File: src/rtl/wb_vmemem_pkg.sv
// Shared constants for the Wishbone-to-register-block bridge: FSM state encoding
// and the default Done timeout.
package wb_vmemem_pkg;

   localparam int TIMEOUT_DEFAULT = 255;

   typedef logic [2:0] state_t;

   localparam logic [2:0] ST_IDLE    = 3'd0;
   localparam logic [2:0] ST_RD_WAIT = 3'd1;
   localparam logic [2:0] ST_WR_WAIT = 3'd2;
   localparam logic [2:0] ST_ACK     = 3'd3;
   localparam logic [2:0] ST_DRAIN   = 3'd4;

endpackage

File: src/rtl/wb_vmemem_bridge_if.sv
// Bus bundle of the bridge: Wishbone classic slave side plus the register-block
// request/completion side.
interface wb_vmemem_bridge_if #(
   parameter int AW = 8
);
   // Handshake: a Wishbone request is held on cyc&stb until a one-cycle ack or err;
   // the bridge issues one-cycle Rd/WrMem strobes, and the register block answers each
   // with a one-cycle Done (read data valid with VMERdDone); one request outstanding.
   logic          wb_cyc_i;
   logic          wb_stb_i;
   logic          wb_we_i;
   logic [AW-1:0] wb_adr_i;
   logic [31:0]   wb_dat_i;
   logic [31:0]   wb_dat_o;
   logic          wb_ack_o;
   logic          wb_err_o;
   logic [AW-1:0] VMEAddr;
   logic [31:0]   VMEWrData;
   logic          VMERdMem;
   logic          VMEWrMem;
   logic [31:0]   VMERdData;
   logic          VMERdDone;
   logic          VMEWrDone;

   modport slave (
      input  wb_cyc_i, wb_stb_i, wb_we_i, wb_adr_i, wb_dat_i,
      input  VMERdData, VMERdDone, VMEWrDone,
      output wb_dat_o, wb_ack_o, wb_err_o,
      output VMEAddr, VMEWrData, VMERdMem, VMEWrMem
   );

   modport master (
      output wb_cyc_i, wb_stb_i, wb_we_i, wb_adr_i, wb_dat_i,
      output VMERdData, VMERdDone, VMEWrDone,
      input  wb_dat_o, wb_ack_o, wb_err_o,
      input  VMEAddr, VMEWrData, VMERdMem, VMEWrMem
   );
endinterface

File: src/rtl/wb_vmemem_bridge.sv
// Wishbone classic slave to register-block bridge: one outstanding access, a
// saturating Done timeout, and a DRAIN state that absorbs responses to abandoned cycles.
module wb_vmemem_bridge
   import wb_vmemem_pkg::*;
#(
   parameter int AW      = 8,
   parameter int TIMEOUT = TIMEOUT_DEFAULT
) (
   input  logic                Clk,
   input  logic                Rst,
   wb_vmemem_bridge_if.slave   bus,
   output logic [2:0]          o_dbg_state
);

   localparam int            CW     = (TIMEOUT < 1) ? 1 : $clog2(TIMEOUT + 1);
   localparam logic [CW-1:0] CNT_TO = CW'(TIMEOUT);

   logic [2:0]    r_state;
   logic [CW-1:0] r_cnt;
   logic          r_is_wr;
   logic [AW-1:0] r_addr;
   logic [31:0]   r_wr_data;
   logic [31:0]   r_dat_o;
   logic          r_ack;
   logic          r_err;
   logic          r_rd_mem;
   logic          r_wr_mem;

   logic          w_req;
   logic          w_done;
   logic          w_timeout;

   assign w_req     = bus.wb_cyc_i & bus.wb_stb_i;
   // A Done coinciding with our own strobe cycle cannot belong to this request.
   assign w_done    = ~(r_rd_mem | r_wr_mem) &
                      (r_is_wr ? bus.VMEWrDone : bus.VMERdDone);
   assign w_timeout = (r_cnt == CNT_TO);

   always_ff @(posedge Clk) begin
      if (Rst) begin
         r_state   <= ST_IDLE;
         r_cnt     <= '0;
         r_is_wr   <= 1'b0;
         r_addr    <= '0;
         r_wr_data <= '0;
         r_dat_o   <= '0;
         r_ack     <= 1'b0;
         r_err     <= 1'b0;
         r_rd_mem  <= 1'b0;
         r_wr_mem  <= 1'b0;
      end else begin
         r_ack    <= 1'b0;
         r_err    <= 1'b0;
         r_rd_mem <= 1'b0;
         r_wr_mem <= 1'b0;
         case (r_state)
            ST_IDLE: begin
               if (w_req) begin
                  r_addr    <= bus.wb_adr_i;
                  r_wr_data <= bus.wb_dat_i;
                  r_is_wr   <= bus.wb_we_i;
                  r_rd_mem  <= ~bus.wb_we_i;
                  r_wr_mem  <= bus.wb_we_i;
                  r_cnt     <= '0;
                  r_state   <= bus.wb_we_i ? ST_WR_WAIT : ST_RD_WAIT;
               end
            end
            ST_RD_WAIT, ST_WR_WAIT: begin
               if (!w_timeout) r_cnt <= r_cnt + CW'(1);
               // Done outranks a timeout reached in the same cycle.
               if (w_done) begin
                  if (!r_is_wr) r_dat_o <= bus.VMERdData;
                  r_ack   <= bus.wb_cyc_i;
                  r_state <= bus.wb_cyc_i ? ST_ACK : ST_IDLE;
               end else if (w_timeout) begin
                  r_err   <= bus.wb_cyc_i;
                  r_state <= bus.wb_cyc_i ? ST_ACK : ST_IDLE;
               end else if (!bus.wb_cyc_i) begin
                  r_state <= ST_DRAIN;
               end
            end
            ST_ACK: r_state <= ST_IDLE;
            ST_DRAIN: begin
               if (!w_timeout) r_cnt <= r_cnt + CW'(1);
               if (w_done || w_timeout) r_state <= ST_IDLE;
            end
            default: r_state <= ST_IDLE;
         endcase
      end
   end

   assign bus.wb_dat_o  = r_dat_o;
   assign bus.wb_ack_o  = r_ack;
   assign bus.wb_err_o  = r_err;
   assign bus.VMEAddr   = r_addr;
   assign bus.VMEWrData = r_wr_data;
   assign bus.VMERdMem  = r_rd_mem;
   assign bus.VMEWrMem  = r_wr_mem;
   assign o_dbg_state   = r_state;

endmodule

File: src/flat_wrapper.sv
// flat-port wrapper written by rule: the top's interface ports become plain ports
module wb_vmemem_bridge_flat import wb_vmemem_pkg::*;
#(
   parameter int AW      = 8,
   parameter int TIMEOUT = TIMEOUT_DEFAULT
)
  (Clk, Rst, o_dbg_state, bus_wb_cyc_i, bus_wb_stb_i, bus_wb_we_i, bus_wb_adr_i, bus_wb_dat_i, bus_VMERdData, bus_VMERdDone, bus_VMEWrDone, bus_wb_dat_o, bus_wb_ack_o, bus_wb_err_o, bus_VMEAddr, bus_VMEWrData, bus_VMERdMem, bus_VMEWrMem);
  wb_vmemem_bridge_if #(.AW(AW)) bus_i ();
  input  logic Clk;
  input  logic Rst;
  output logic [2:0] o_dbg_state;
  input wire logic [$bits(bus_i.wb_cyc_i)-1:0] bus_wb_cyc_i;
  input wire logic [$bits(bus_i.wb_stb_i)-1:0] bus_wb_stb_i;
  input wire logic [$bits(bus_i.wb_we_i)-1:0] bus_wb_we_i;
  input wire logic [$bits(bus_i.wb_adr_i)-1:0] bus_wb_adr_i;
  input wire logic [$bits(bus_i.wb_dat_i)-1:0] bus_wb_dat_i;
  input wire logic [$bits(bus_i.VMERdData)-1:0] bus_VMERdData;
  input wire logic [$bits(bus_i.VMERdDone)-1:0] bus_VMERdDone;
  input wire logic [$bits(bus_i.VMEWrDone)-1:0] bus_VMEWrDone;
  output wire logic [$bits(bus_i.wb_dat_o)-1:0] bus_wb_dat_o;
  output wire logic [$bits(bus_i.wb_ack_o)-1:0] bus_wb_ack_o;
  output wire logic [$bits(bus_i.wb_err_o)-1:0] bus_wb_err_o;
  output wire logic [$bits(bus_i.VMEAddr)-1:0] bus_VMEAddr;
  output wire logic [$bits(bus_i.VMEWrData)-1:0] bus_VMEWrData;
  output wire logic [$bits(bus_i.VMERdMem)-1:0] bus_VMERdMem;
  output wire logic [$bits(bus_i.VMEWrMem)-1:0] bus_VMEWrMem;
  assign bus_i.wb_cyc_i = bus_wb_cyc_i;
  assign bus_i.wb_stb_i = bus_wb_stb_i;
  assign bus_i.wb_we_i = bus_wb_we_i;
  assign bus_i.wb_adr_i = bus_wb_adr_i;
  assign bus_i.wb_dat_i = bus_wb_dat_i;
  assign bus_i.VMERdData = bus_VMERdData;
  assign bus_i.VMERdDone = bus_VMERdDone;
  assign bus_i.VMEWrDone = bus_VMEWrDone;
  assign bus_wb_dat_o = bus_i.wb_dat_o;
  assign bus_wb_ack_o = bus_i.wb_ack_o;
  assign bus_wb_err_o = bus_i.wb_err_o;
  assign bus_VMEAddr = bus_i.VMEAddr;
  assign bus_VMEWrData = bus_i.VMEWrData;
  assign bus_VMERdMem = bus_i.VMERdMem;
  assign bus_VMEWrMem = bus_i.VMEWrMem;
  wb_vmemem_bridge #(.AW(AW), .TIMEOUT(TIMEOUT)) u_core (.Clk(Clk), .Rst(Rst), .bus(bus_i), .o_dbg_state(o_dbg_state));
endmodule
File: config.mk
export PLATFORM = sky130hd
export DESIGN_NAME = wb_vmemem_bridge_flat
export DESIGN_NICKNAME = d
export VERILOG_FILES = /design/src/rtl/wb_vmemem_pkg.sv /design/src/rtl/wb_vmemem_bridge_if.sv /design/src/rtl/wb_vmemem_bridge.sv /design/src/flat_wrapper.sv
export SDC_FILE = /design/constraint.sdc
export NUM_CORES = 1
export LEC_CHECK = 0
export CAP_MARGIN = 10
export CELL_PAD_IN_SITES_DETAIL_PLACEMENT = 0
export CELL_PAD_IN_SITES_GLOBAL_PLACEMENT = 1
export CORE_UTILIZATION = 30
export CTS_CLUSTER_DIAMETER = 60
export CTS_CLUSTER_SIZE = 40
export DETAILED_ROUTE_END_ITERATION = 12
export PLACE_DENSITY = 0.91
export SLEW_MARGIN = 15
export SYNTH_ARGS = -nofsm -noshare
export SYNTH_HDL_FRONTEND = slang
export SYNTH_SLANG_ARGS = --single-unit
File: constraint.sdc
create_clock -name Clk -period 4.7 [get_ports Clk]
set_input_delay 0.94 -clock Clk [delete_from_list [all_inputs] [get_ports Clk]]
set_output_delay 0.94 -clock Clk [all_outputs]
set_load 0.02 [all_outputs]
Word level (Yosys, flattened, before mapping)

Index checks and enable logic that the tools add are counted.
Widths: inputs -> output; s select.

Flip-flop bits (word level): 88
Bits of input ports: 79
Output and inout port bits: 79
Logic and storage cells: 54

$add $sub $neg: 1
Eq/ne operators: 8
Mux-type cells: 12
Bitwise gates (word level): 11
Reductions and logical operators: 12

Operators with widths:

| operator            | count |
|---|---|
| $mux 8              | 2 |
| $pmux 8 s2          | 1 |
| $mux 3              | 5 |
| $pmux 3 s3          | 1 |
| $reduce_and 3->1    | 3 |
| $reduce_or 3->1     | 3 |
| $add 8x1->8 const B | 1 |
| $eq 8x8->1 const B  | 1 |
| $not 1->1           | 8 |
| $mux 2              | 2 |
| $ne 2x1->1 const B  | 2 |
| $ne 4x2->1 const B  | 1 |
| $reduce_or 4->1     | 1 |
| $eq 3x1->1 const B  | 1 |
| $eq 3x2->1 const B  | 1 |
| $eq 3x3->1 const B  | 1 |
| $logic_not 3->1     | 1 |
| $and 1x1->1         | 2 |
| $ne 2x2->1 const B  | 1 |
| $reduce_and 2->1    | 1 |
| $reduce_bool 2->1   | 1 |
| $reduce_or 2->1     | 1 |
| $logic_or 1x1->1    | 1 |
| $mux 1              | 1 |
| $or 1x1->1          | 1 |

Logic depth before layout (Yosys ltp)

Depth after elaboration: 6
Gate-level depth with buffers: 8
Mapped depth without buffers: 6

Worst setup path after synthesis

No wires, ideal clock.

Path type: in2reg
Start: input bus_VMEWrDone
End: register u_core.r_dat_o[0] (netlist: u_core.bus.wb_dat_o[0])
Setup time: 0.132 ns
Arrival time: 2.207 ns
Setup slack: 2.361 ns
Cell stages on the path: 8
Buffers on the path: 3
Path through: mux2i_1 or3_1 clkbuf_1 or4_1 buf_2 buf_6 nand2_1 a21oi_1

Word-level cells in the longest chain between the ends: 3

Ends and longest elaborated chain:

| item                              | RTL line               | text |
|---|---|---|
| start: declaration                | flat_wrapper.sv:19     | `input wire logic [$bits(bus_i.VMEWrDone)-1:0] bus_VMEWrDone;` |
| $mux 1                            | wb_vmemem_bridge.sv:36 | `(r_is_wr ? bus.VMEWrDone : bus.VMERdDone);` |
| $and 1x1->1                       | wb_vmemem_bridge.sv:35 | `assign w_done = ~(r_rd_mem \| r_wr_mem) &` |
| $reduce_and 3->1 (no source line) | n/a                    |  |
| end signal: assignment            | wb_vmemem_bridge.sv:72 | `if (!r_is_wr) r_dat_o <= bus.VMERdData;` |
| end: declaration                  | wb_vmemem_bridge.sv:23 | `logic [31:0] r_dat_o;` |

No other way between the ends.
A chain may end at the register's enable or synchronous reset.

Worst setup path after layout

Start: input bus_VMEWrDone
End: register u_core.r_dat_o[11] (netlist: u_core.bus.wb_dat_o[11])

The elaborated chain is that of the path after synthesis.

==> run metrics <==
outcome finished, final reports clean; Hold WC Path Type flop to flop; TritonCTS clock tree done; max-slew violation count 0; Slew headroom 0.307; largest net degree at the start of global routing 55; register area share after synthesis 0.539; Adder-Cell Fraction of Synth Area 0.00689; minimum clock period 2.98 ns; Final setup viols 0; Skew-Pair Late Insertion Delay 0.35 ns; Setup TNS 0 ns; mapped cell area 3270 µm²; IO Count 158; Fmax achieved 0.336 GHz; Final Hold Viols 0; initial antenna violation count 0; WHS 0.456 ns; mux share of post-synthesis cell area 0.00918; Final Cycle Share 0.633; area leader, netlist dfxtp_1; drt via density 4.70; Std-Cell Rows 37; Ys Warns 0; H-tree depth 3; vias in the first global route 3119; antenna viol nets, final 0; DR iter-0 viols 170; max_cap viols 0; #FFs+latches synth 88; cell with the most instances after synthesis nand2_1; Post-synth top cells 154 x nand2_1, 88 x dfxtp_1, 75 x a21oi_1; compound-gate portion of the synthesized area 0.151; Design Power 2.22 mW; syn_nets 487; total global routing track utilization 0.161; critical path class primary input to flop; Crit. End Element flop; PortBufs 157; HPWL Detailed 6.29 mm; Vias 3250; ant diodes 0; EDFF count, synth 0; Worst-path clk slew 0.09 ns; wire per inst 13.0 µm; ranking of synthesized cells by area dfxtp_1 54%, nand2_1 18%, a21oi_1 11%, clkbuf_1 2.2%, nor2_1 1.3%; share of flip-flops with an asynchronous set or reset 0; post-cts sizing count 0; total wire length 8.99 mm; Critical Path Fanout Max 32; CTS Sinks 88; layout cell share with drive strength beyond 1 0.0396; clock skew 0.0133 ns; grt ovf 0; TritonCTS Buffers 9; die area 11300 µm²; unrepaired setup endpoints after global routing false; postcts setup bufs 0; Synth cell types 36; first-pass GRT wire length 14.6 mm; Static Leakage 1.76 nW; PwrDens 436 nW/µm²; Root Driver clkbuf_8; simple logic cell fraction of the synthesized area 0.238; Syn Area/Cell 8.04 µm²; largest family of logic cells by synthesized area simple AND/OR/NAND/NOR gates; maximum buffer depth of the clock tree 2; CP Data Arrival Time 3.17 ns; crit start category primary input; Worst EP required 4.89 ns; Die X 106 µm; Yosys top cell area share 0.539; core area 10500 µm²; NumNets Final 630; hold_buf cts 0; Initial Util 0.313; Syn Inst Count 407; Die H 106 µm; GPL Wtd Cong 0.774; most frequently used flop master after synthesis dfxtp_1; Worst VDD drop 0.194 mV; synthesis-to-finish area growth 55.5%; First-pass DRT Iterations 4; DRC 0; Slew @ Worst Pin 1.04 ns; post-synthesis xor/xnor area fraction 0.0134
-- worst max-delay path, stage by stage --
cell             delay [ns]
clkdlybuf4s50_1        0.46
mux2i_1                0.07
or3_1                  0.46
or4_1                  0.93
nand2_1                0.22
a21oi_1                0.08
-- through the flow --
stage | util | setup WS (ns) | cells | cell area, µm²
2_1_floorplan | - | 2.36 | 407 | 3270
3_3_place_gp | 0.469 | 1.39 | 675 | 4910
3_5_place_dp | 0.469 | 1.36 | 675 | 4910
4_1_cts | 0.486 | 1.74 | 691 | 5090
5_1_grt | 0.486 | 1.56 | 691 | 5090
6_report | 0.486 | 1.72 | 691 | 5090
-- routing by layer --
layer	up-vias	global-route usage	wire, µm
met4	0	0.0450	154
met5	-	0	0
met3	12	0.0754	1030
li1	1631	-	-
met2	148	0.248	3820
met1	1459	0.201	3990
-- cells in the final DEF, fill, tap and decap left out, types with 2 or more instances in the layout --
cell type,synthesis,routed
clkdlybuf4s50_1,0,156
nand2_1,154,154
dfxtp_1,88,88
a21oi_1,75,75
nor2_1,11,11
clkbuf_8,0,10
nor3_1,5,5
xor2_1,4,4
buf_4,0,4
mux2i_1,3,3
o211ai_1,3,3
o21ai_0,3,3
and3_1,2,2
nand3_1,2,2
nand2b_1,2,2
or4_1,2,2
nand4_1,2,2
nor2b_1,2,2
or3_1,2,2
a211oi_1,2,2
clkinv_2,0,2
clkinv_4,0,2
-- state kept, by name (all words and copies together) (netlist names) --
register,cells
u_core.bus.VMERdMem,1
u_core.bus.wb_ack_o,1
u_core.r_cnt,8
u_core.bus.VMEWrMem,1
u_core.bus.VMEAddr,8
u_core.o_dbg_state,3
u_core.bus.VMEWrData,32
u_core.bus.wb_dat_o,32
u_core.bus.wb_err_o,1
u_core.r_is_wr,1
-- worst paths after layout --
path	cells past startpoint	startpoint	slack, ns	to
worst max-delay path	6	bus_VMEWrDone	1.72	u_core.bus.wb_dat_o[11]
worst min-delay path	2	u_core.bus.VMEWrData[9]	0.46	u_core.bus.VMEWrData[9]
worst max register to register	5	u_core.r_is_wr	2.25	u_core.bus.wb_dat_o[11]
worst min register to register	2	u_core.bus.VMEWrData[9]	0.46	u_core.bus.VMEWrData[9]
-- area by class of cell --
type | instances | area, µm²
Clock buffer | 10 | 138
Clock inverter | 6 | 43.8
Fill cell | 1030 | 5380
Multi-Input combinational cell | 290 | 1380
Sequential cell | 88 | 1760
Tap cell | 136 | 170
Timing Repair Buffer | 161 | 1600
-- where the power goes --
part	internal [mW]	leakage, nW	switching, mW
Sequential	0.859	0.716	0.0777
Clock	0.209	0.0926	0.274
Combinational	0.354	0.948	0.444
-- logic make-up (layout without fill, tap and decap cells) --
group	after synthesis	after routing
AOI/OAI and AO/OA	91	91
muxes	3	3
DFF	88	88
adders and majority gates	2	2
and+or+nand+nor	189	189
xor gates and xnor gates	5	5
buffers and inverters	29	177
(Power assumes the default switching activity.)
